**src/rtl/ctrl_pipe_if.sv**
```systemverilog
// ctrl_pipe_if: ID-stage inputs and staged control outputs of ctrl_pipe_unit.
interface ctrl_pipe_if #(parameter int REG_W = 5, parameter int ALUOP_W = 6, parameter int CNT_W = 16);
    logic               ena;
    logic [5:0]         opcode;
    logic [REG_W-1:0]   rs, rt, rd;
    logic               flush;
    logic               hazard_stall;
    logic               ex_RegDst, ex_ALUSrc, ex_MemRead;
    logic [ALUOP_W-1:0] ex_AluOp;
    logic [REG_W-1:0]   ex_wreg;
    logic               mem_Branch, mem_Jump, mem_MemWrite, mem_MemRead, mem_RegWrite;
    logic [REG_W-1:0]   mem_wreg;
    logic               wb_RegWrite, wb_MemtoReg;
    logic [REG_W-1:0]   wb_wreg;
    logic [CNT_W-1:0]   bubble_cnt;
    modport master (
        output ena, opcode, rs, rt, rd, flush,
        input  hazard_stall, ex_RegDst, ex_ALUSrc, ex_MemRead, ex_AluOp, ex_wreg,
               mem_Branch, mem_Jump, mem_MemWrite, mem_MemRead, mem_RegWrite, mem_wreg,
               wb_RegWrite, wb_MemtoReg, wb_wreg, bubble_cnt
    );
    modport slave (
        input  ena, opcode, rs, rt, rd, flush,
        output hazard_stall, ex_RegDst, ex_ALUSrc, ex_MemRead, ex_AluOp, ex_wreg,
               mem_Branch, mem_Jump, mem_MemWrite, mem_MemRead, mem_RegWrite, mem_wreg,
               wb_RegWrite, wb_MemtoReg, wb_wreg, bubble_cnt
    );
endinterface

```
**src/rtl/ctrl_pipe_unit.sv**
```systemverilog
// ctrl_pipe_unit: MIPS control decode staged through ID/EX, EX/MEM, MEM/WB with load-use stall and flush.
module ctrl_pipe_unit #(parameter int REG_W = 5, parameter int ALUOP_W = 6, parameter int CNT_W = 16) (
    input logic        clk,
    input logic        rst,
    ctrl_pipe_if.slave bus
);
    typedef struct packed {
        logic             branch, jump, mem_write, mem_read, reg_write, mem_to_reg;
        logic [REG_W-1:0] wreg;
    } mem_t;
    typedef struct packed {
        logic               reg_dst, alu_src;
        logic [ALUOP_W-1:0] alu_op;
        mem_t               m;
    } bundle_t;
    logic w_load, w_store, w_itype, w_btype, w_rtype, w_jump, w_uses_rt, w_stall;
    bundle_t w_dec, r_ex;
    mem_t r_mem;
    logic r_wb_rw, r_wb_m2r;
    logic [REG_W-1:0] r_wb_wreg;
    logic [CNT_W-1:0] r_cnt;
    assign w_load    = bus.opcode[5:3] == 3'b100;
    assign w_store   = bus.opcode[5:3] == 3'b101;
    assign w_itype   = bus.opcode[5:3] == 3'b001;
    assign w_btype   = bus.opcode[5:1] == 5'b00010;
    assign w_rtype   = bus.opcode == 6'b000000;
    assign w_jump    = bus.opcode == 6'b000010;
    assign w_uses_rt = w_rtype | w_store | w_btype;
    always_comb begin
        w_dec              = '0;
        w_dec.reg_dst      = w_rtype;
        w_dec.alu_src      = w_load | w_store | w_itype;
        w_dec.alu_op       = ALUOP_W'({bus.opcode[3] & ~bus.opcode[5], bus.opcode[2:0],
                                       w_rtype | w_itype, w_btype | w_itype});
        w_dec.m.branch     = w_btype;
        w_dec.m.jump       = w_jump;
        w_dec.m.mem_write  = w_store;
        w_dec.m.mem_read   = w_load;
        w_dec.m.mem_to_reg = w_load;
        w_dec.m.reg_write  = w_load | w_rtype | w_itype;
        w_dec.m.wreg       = w_rtype ? bus.rd : bus.rt;
        // unrecognised opcodes must leave no trace, including AluOp and wreg
        if (!(w_load | w_store | w_itype | w_btype | w_rtype | w_jump)) w_dec = '0;
    end
    assign w_stall = bus.ena & r_ex.m.mem_read & (r_ex.m.wreg != '0) &
                     ((r_ex.m.wreg == bus.rs) | (w_uses_rt & (r_ex.m.wreg == bus.rt)));
    always_ff @(posedge clk or negedge rst) begin
        if (!rst) begin
            r_ex      <= '0;
            r_mem     <= '0;
            r_wb_rw   <= 1'b0;
            r_wb_m2r  <= 1'b0;
            r_wb_wreg <= '0;
            r_cnt     <= '0;
        end else if (bus.ena) begin
            r_ex      <= (w_stall | bus.flush) ? '0 : w_dec;
            r_mem     <= bus.flush ? '0 : r_ex.m;
            r_wb_rw   <= r_mem.reg_write;
            r_wb_m2r  <= r_mem.mem_to_reg;
            r_wb_wreg <= r_mem.wreg;
            if ((w_stall | bus.flush) && r_cnt != '1) r_cnt <= r_cnt + CNT_W'(1);
        end
    end
    assign bus.hazard_stall = w_stall;
    assign bus.ex_RegDst    = r_ex.reg_dst;
    assign bus.ex_ALUSrc    = r_ex.alu_src;
    assign bus.ex_AluOp     = r_ex.alu_op;
    assign bus.ex_MemRead   = r_ex.m.mem_read;
    assign bus.ex_wreg      = r_ex.m.wreg;
    assign bus.mem_Branch   = r_mem.branch;
    assign bus.mem_Jump     = r_mem.jump;
    assign bus.mem_MemWrite = r_mem.mem_write;
    assign bus.mem_MemRead  = r_mem.mem_read;
    assign bus.mem_RegWrite = r_mem.reg_write;
    assign bus.mem_wreg     = r_mem.wreg;
    assign bus.wb_RegWrite  = r_wb_rw;
    assign bus.wb_MemtoReg  = r_wb_m2r;
    assign bus.wb_wreg      = r_wb_wreg;
    assign bus.bubble_cnt   = r_cnt;
endmodule

```
**src/flat_wrapper.sv**
```systemverilog
// flat-port wrapper written by rule: the top's interface ports become plain ports
module ctrl_pipe_unit_flat 
#(parameter int REG_W = 5, parameter int ALUOP_W = 6, parameter int CNT_W = 16)
  (clk, rst, bus_ena, bus_opcode, bus_rs, bus_rt, bus_rd, bus_flush, bus_hazard_stall, bus_ex_RegDst, bus_ex_ALUSrc, bus_ex_MemRead, bus_ex_AluOp, bus_ex_wreg, bus_mem_Branch, bus_mem_Jump, bus_mem_MemWrite, bus_mem_MemRead, bus_mem_RegWrite, bus_mem_wreg, bus_wb_RegWrite, bus_wb_MemtoReg, bus_wb_wreg, bus_bubble_cnt);
  ctrl_pipe_if #(.REG_W(REG_W), .ALUOP_W(ALUOP_W), .CNT_W(CNT_W)) bus_i ();
  input logic clk;
  input logic rst;
  input wire logic [$bits(bus_i.ena)-1:0] bus_ena;
  input wire logic [$bits(bus_i.opcode)-1:0] bus_opcode;
  input wire logic [$bits(bus_i.rs)-1:0] bus_rs;
  input wire logic [$bits(bus_i.rt)-1:0] bus_rt;
  input wire logic [$bits(bus_i.rd)-1:0] bus_rd;
  input wire logic [$bits(bus_i.flush)-1:0] bus_flush;
  output wire logic [$bits(bus_i.hazard_stall)-1:0] bus_hazard_stall;
  output wire logic [$bits(bus_i.ex_RegDst)-1:0] bus_ex_RegDst;
  output wire logic [$bits(bus_i.ex_ALUSrc)-1:0] bus_ex_ALUSrc;
  output wire logic [$bits(bus_i.ex_MemRead)-1:0] bus_ex_MemRead;
  output wire logic [$bits(bus_i.ex_AluOp)-1:0] bus_ex_AluOp;
  output wire logic [$bits(bus_i.ex_wreg)-1:0] bus_ex_wreg;
  output wire logic [$bits(bus_i.mem_Branch)-1:0] bus_mem_Branch;
  output wire logic [$bits(bus_i.mem_Jump)-1:0] bus_mem_Jump;
  output wire logic [$bits(bus_i.mem_MemWrite)-1:0] bus_mem_MemWrite;
  output wire logic [$bits(bus_i.mem_MemRead)-1:0] bus_mem_MemRead;
  output wire logic [$bits(bus_i.mem_RegWrite)-1:0] bus_mem_RegWrite;
  output wire logic [$bits(bus_i.mem_wreg)-1:0] bus_mem_wreg;
  output wire logic [$bits(bus_i.wb_RegWrite)-1:0] bus_wb_RegWrite;
  output wire logic [$bits(bus_i.wb_MemtoReg)-1:0] bus_wb_MemtoReg;
  output wire logic [$bits(bus_i.wb_wreg)-1:0] bus_wb_wreg;
  output wire logic [$bits(bus_i.bubble_cnt)-1:0] bus_bubble_cnt;
  assign bus_i.ena = bus_ena;
  assign bus_i.opcode = bus_opcode;
  assign bus_i.rs = bus_rs;
  assign bus_i.rt = bus_rt;
  assign bus_i.rd = bus_rd;
  assign bus_i.flush = bus_flush;
  assign bus_hazard_stall = bus_i.hazard_stall;
  assign bus_ex_RegDst = bus_i.ex_RegDst;
  assign bus_ex_ALUSrc = bus_i.ex_ALUSrc;
  assign bus_ex_MemRead = bus_i.ex_MemRead;
  assign bus_ex_AluOp = bus_i.ex_AluOp;
  assign bus_ex_wreg = bus_i.ex_wreg;
  assign bus_mem_Branch = bus_i.mem_Branch;
  assign bus_mem_Jump = bus_i.mem_Jump;
  assign bus_mem_MemWrite = bus_i.mem_MemWrite;
  assign bus_mem_MemRead = bus_i.mem_MemRead;
  assign bus_mem_RegWrite = bus_i.mem_RegWrite;
  assign bus_mem_wreg = bus_i.mem_wreg;
  assign bus_wb_RegWrite = bus_i.wb_RegWrite;
  assign bus_wb_MemtoReg = bus_i.wb_MemtoReg;
  assign bus_wb_wreg = bus_i.wb_wreg;
  assign bus_bubble_cnt = bus_i.bubble_cnt;
  ctrl_pipe_unit #(.REG_W(REG_W), .ALUOP_W(ALUOP_W), .CNT_W(CNT_W)) u_core (.clk(clk), .rst(rst), .bus(bus_i));
endmodule
```
**config.mk**
```make
export PLATFORM = sky130hd
export DESIGN_NAME = ctrl_pipe_unit_flat
export DESIGN_NICKNAME = d
export VERILOG_FILES = /design/src/rtl/ctrl_pipe_if.sv /design/src/rtl/ctrl_pipe_unit.sv /design/src/flat_wrapper.sv
export SDC_FILE = /design/constraint.sdc
export NUM_CORES = 1
export LEC_CHECK = 0
export ABC_AREA = 1
export BUFFER_PORTS_ARGS = -buffer_cell sky130_fd_sc_hd__buf_2
export CAP_MARGIN = 40
export CORE_ASPECT_RATIO = 1.4
export CORE_MARGIN = 5
export CORE_UTILIZATION = 57
export DETAILED_ROUTE_END_ITERATION = 7
export HOLD_SLACK_MARGIN = 0.02
export PLACE_DENSITY = 0.9
export SETUP_SLACK_MARGIN = 0.3
export SLEW_MARGIN = 25
export SYNTH_ARGS = -nofsm -noshare
export SYNTH_HDL_FRONTEND = slang
export SYNTH_SLANG_ARGS = --single-unit
```
**constraint.sdc**
```tcl
create_clock -name clk -period 3.21 [get_ports clk]
set_input_delay 0.642 -clock clk [delete_from_list [all_inputs] [get_ports clk]]
set_output_delay 0.642 -clock clk [all_outputs]
set_load 0.05 [all_outputs]
```
==> impl_metrics.yaml <==
global_routing:
  met3_usage_pct: 4.248
  antenna_found_initial: 0
  overflow: 0
  grtUsageMet1_pct: 27.70
  grt_pass1_vias: 2477
  grt_pass1_wl_mm: 10.98
  grt_max_degree: 30
  grt_usage_pct: 22.31
  grtUsageMet2_pct: 38.57
  top_usage_layer: "met2"
drt:
  drt_wl_total_mm: 6.388
  vias: 2454
  drtIter0Drc: 249
  drc: 0
  via_per_inst: 5.244
  drtAntennaViolNets: 0
  routedWlPerCell_um: 13.65
  first_pass_iters: 4
sta:
  finalSetupViolations: 0
  setup_ws_ns: 0.7217
  timing.hold.ws_ns: 0.3564
  rsz0062_at_grt: "false"
  hold_viol: 0
  finalCritPeriodShare_pct: 77.52
  worst_slew_pin_slew_ns: 0.6603
  skew_ns: 0.006573
  finalMaxSlewViolations: 0
  finalSetupTns_ns: 0
  max_freq_mhz: 401.9
  max_slew_margin_pct: 55.98
  timing.final.crit_period_ns: 2.488
hold_path:
  worst_hold_path_type: "input port to async pin"
place:
  port_buffers: 72
  dp_slack_ns: 0.7444
  placed_area_mm2: 0.003069
  gp_congestion: 0.8478
  dp_hpwl_mm: 4.870
final_layout:
  final_nets: 429
  num_antenna_cells: 0
  layout-drive-gt1-share_pct: 25.25
  syn2layout_area_growth_pct: 14.50
  stdcell_area_mm2: 0.003162
  final_cell_mix: "nand2_1, buf_2, dfrtp_1, inv_1, nand4_1"
  final_common_cell: "nand2_1"
floorplan:
  row_count: 30
  fp.coreArea_mm2: 0.004767
  die_h_um: 92.36
  die_w_um: 68.83
  initial_core_util_pct: 57.93
  ios: 73
  dieArea_mm2: 0.006356
cts:
  cts_buffer_depth: 2
  post-cts-setup-buffers: 0
  clock_latency_ns: 0.31
  cts_resized: 0
  cts_root_buffer: "clkbuf_8"
  cts_buffers: 5
  clkSlewWorstSetupHoldPaths_ns: 0.10
  htree_levels: 2
  cts-hold-fix-buffers: 0
  cts_tree: "done"
  cts_sinks: 51
worst_setup_path:
  reg2reg_from: "u_core.bus.bubble_cnt[0]"
  critical_path.max_fanout: 5
  rr_worst_depth: 9
  critPathLaunchType: "input port"
  worstPathArrival_ns: 1.85
  r2r_end: "u_core.bus.bubble_cnt[11]"
  critPathKind: "input port to output pin"
  critPathRequiredTime_ns: 2.57
  r2r_slack_ns: 0.92
  crit_path_end_kind: "output pin"
pwr:
  p_sw_uw: 529.6
  comb_power_share_pct: 24.1
  clock_power_share_pct: 26.2
  pwr_density_cell_mw_per_mm2: 460.1
  seqPwrFrac_pct: 49.7
  internal_power_uw: 925.2
  total_power_mw: 1.455
  leakage_nw: 1.737
  netSwitchingFraction_pct: 36.40
  ir_worst_vdd_mv: 0.2783
synth:
  synth-seq-cells: 51
  syn_nets: 369
  syn_area_mm2: 0.002761
  synth_top_cell_by_area: "dfrtp_1"
  synth_top_area_share_pct: 46.22
  synthTopCellsByArea: "dfrtp_1, nand2_1, inv_1"
  yosysSeqAreaShare_pct: 46.22
  yosysWarnings: 0
  syn_avg_cell_area_um2: 8.051
  yosys.cell_types.count: 31
  netlist_instances: 343
run:
  drv_cap: 0
status:
  status: "completed"
-- state kept, by name, indices dropped and copies added, names as in the netlist --
signal	cells
u_core.bus.bubble_cnt	16
u_core.bus.ex_AluOp	6
u_core.bus.ex_wreg	5
u_core.bus.mem_wreg	5
u_core.bus.wb_wreg	5
u_core.r_ex	5
u_core.bus.ex_ALUSrc	1
u_core.bus.ex_RegDst	1
u_core.bus.mem_Branch	1
u_core.bus.mem_Jump	1
u_core.bus.mem_MemWrite	1
u_core.bus.mem_RegWrite	1
u_core.bus.wb_MemtoReg	1
u_core.bus.wb_RegWrite	1
u_core.r_mem	1
-- synth_stat cells, drive strengths merged --
cell,number
nor3,7
o22ai,8
o21ai,17
ha,1
dfrtp,51
nand3,24
or2,1
clkinv,1
nand3b,1
a22o,1
clkbuf,3
inv,41
nand2,119
buf,19
nor4,3
nor2,14
o31ai,1
nand4,18
xnor2,2
xor2,10
a21oi,1
-- per-stage QoR --
stage / util (%) / cells
final: 66.33 / 468
after global routing: 66.33 / 468
after CTS: 66.33 / 468
after detailed placement: 64.38 / 460
after global placement: 64.38 / 460
after floorplan: - / 343
-- cells by family (layout without fill, tap and decap cells) --
kind of cell | Yosys count | after routing | synth area share (%)
flip-flops | 51 | 51 | 46.22
adder cells (fa/ha/maj) | 1 | 1 | 0.4530
XOR/XNOR | 12 | 12 | 3.806
buffers and inverters | 64 | 125 | 11.33
AND/OR/NAND/NOR | 187 | 187 | 32.53
AO/OA/AOI/OAI | 28 | 28 | 5.664
-- critical path, cell delays in order --
cell and delay (ns):
buf_2 0.13, nor2_1 0.15, nand4_1 0.20, nand3_1 0.16
nand2_1 0.06, nand2_1 0.09, nand2_4 0.09, inv_1 0.06
buf_2 0.25
-- layout make-up --
type	count	area [um2]
fillers	404	1605
inverters	42	157.7
multi-input cells	228	1172
well taps	64	80.08
clock inverters	3	23.77
repair buffers	75	382.9
flip-flops and latches	51	1276
clock buffers	5	68.82
-- metal layers --
metal	share of wire, %	vias to the layer above
li1	-	1206
met1	39	1153
met2	52	84
met3	7.6	11
met4	1.6	0
met5	0	-
-- how the worst max path moves through the flow --
| stage | startpoint | to | cells past startpoint |
|---|---|---|---|
| after global placement | bus_opcode[3] | bus_hazard_stall | 9 |
| after detailed placement | bus_opcode[3] | bus_hazard_stall | 9 |
| after CTS | bus_opcode[3] | bus_hazard_stall | 9 |
| after floorplan | bus_opcode[4] | bus_hazard_stall | 7 |
| final | bus_opcode[3] | bus_hazard_stall | 9 |
| after global routing | bus_opcode[3] | bus_hazard_stall | 9 |
-- power groups by stage --
| stage | sequential (mW) | clock [mW] | combinational, mW |
|---|---|---|---|
| 6_report | 0.723 | 0.381 | 0.350 |
| 5_1_grt | 0.729 | 0.414 | 0.381 |
| 4_1_cts | 0.723 | 0.386 | 0.354 |
| 3_5_place_dp | 0.736 | 0 | 0.353 |
| 3_3_place_gp | 0.733 | 0 | 0.342 |
| 2_1_floorplan | 0.840 | 0 | 0.152 |
No activity file was read; power rests on OpenSTA's default activity.
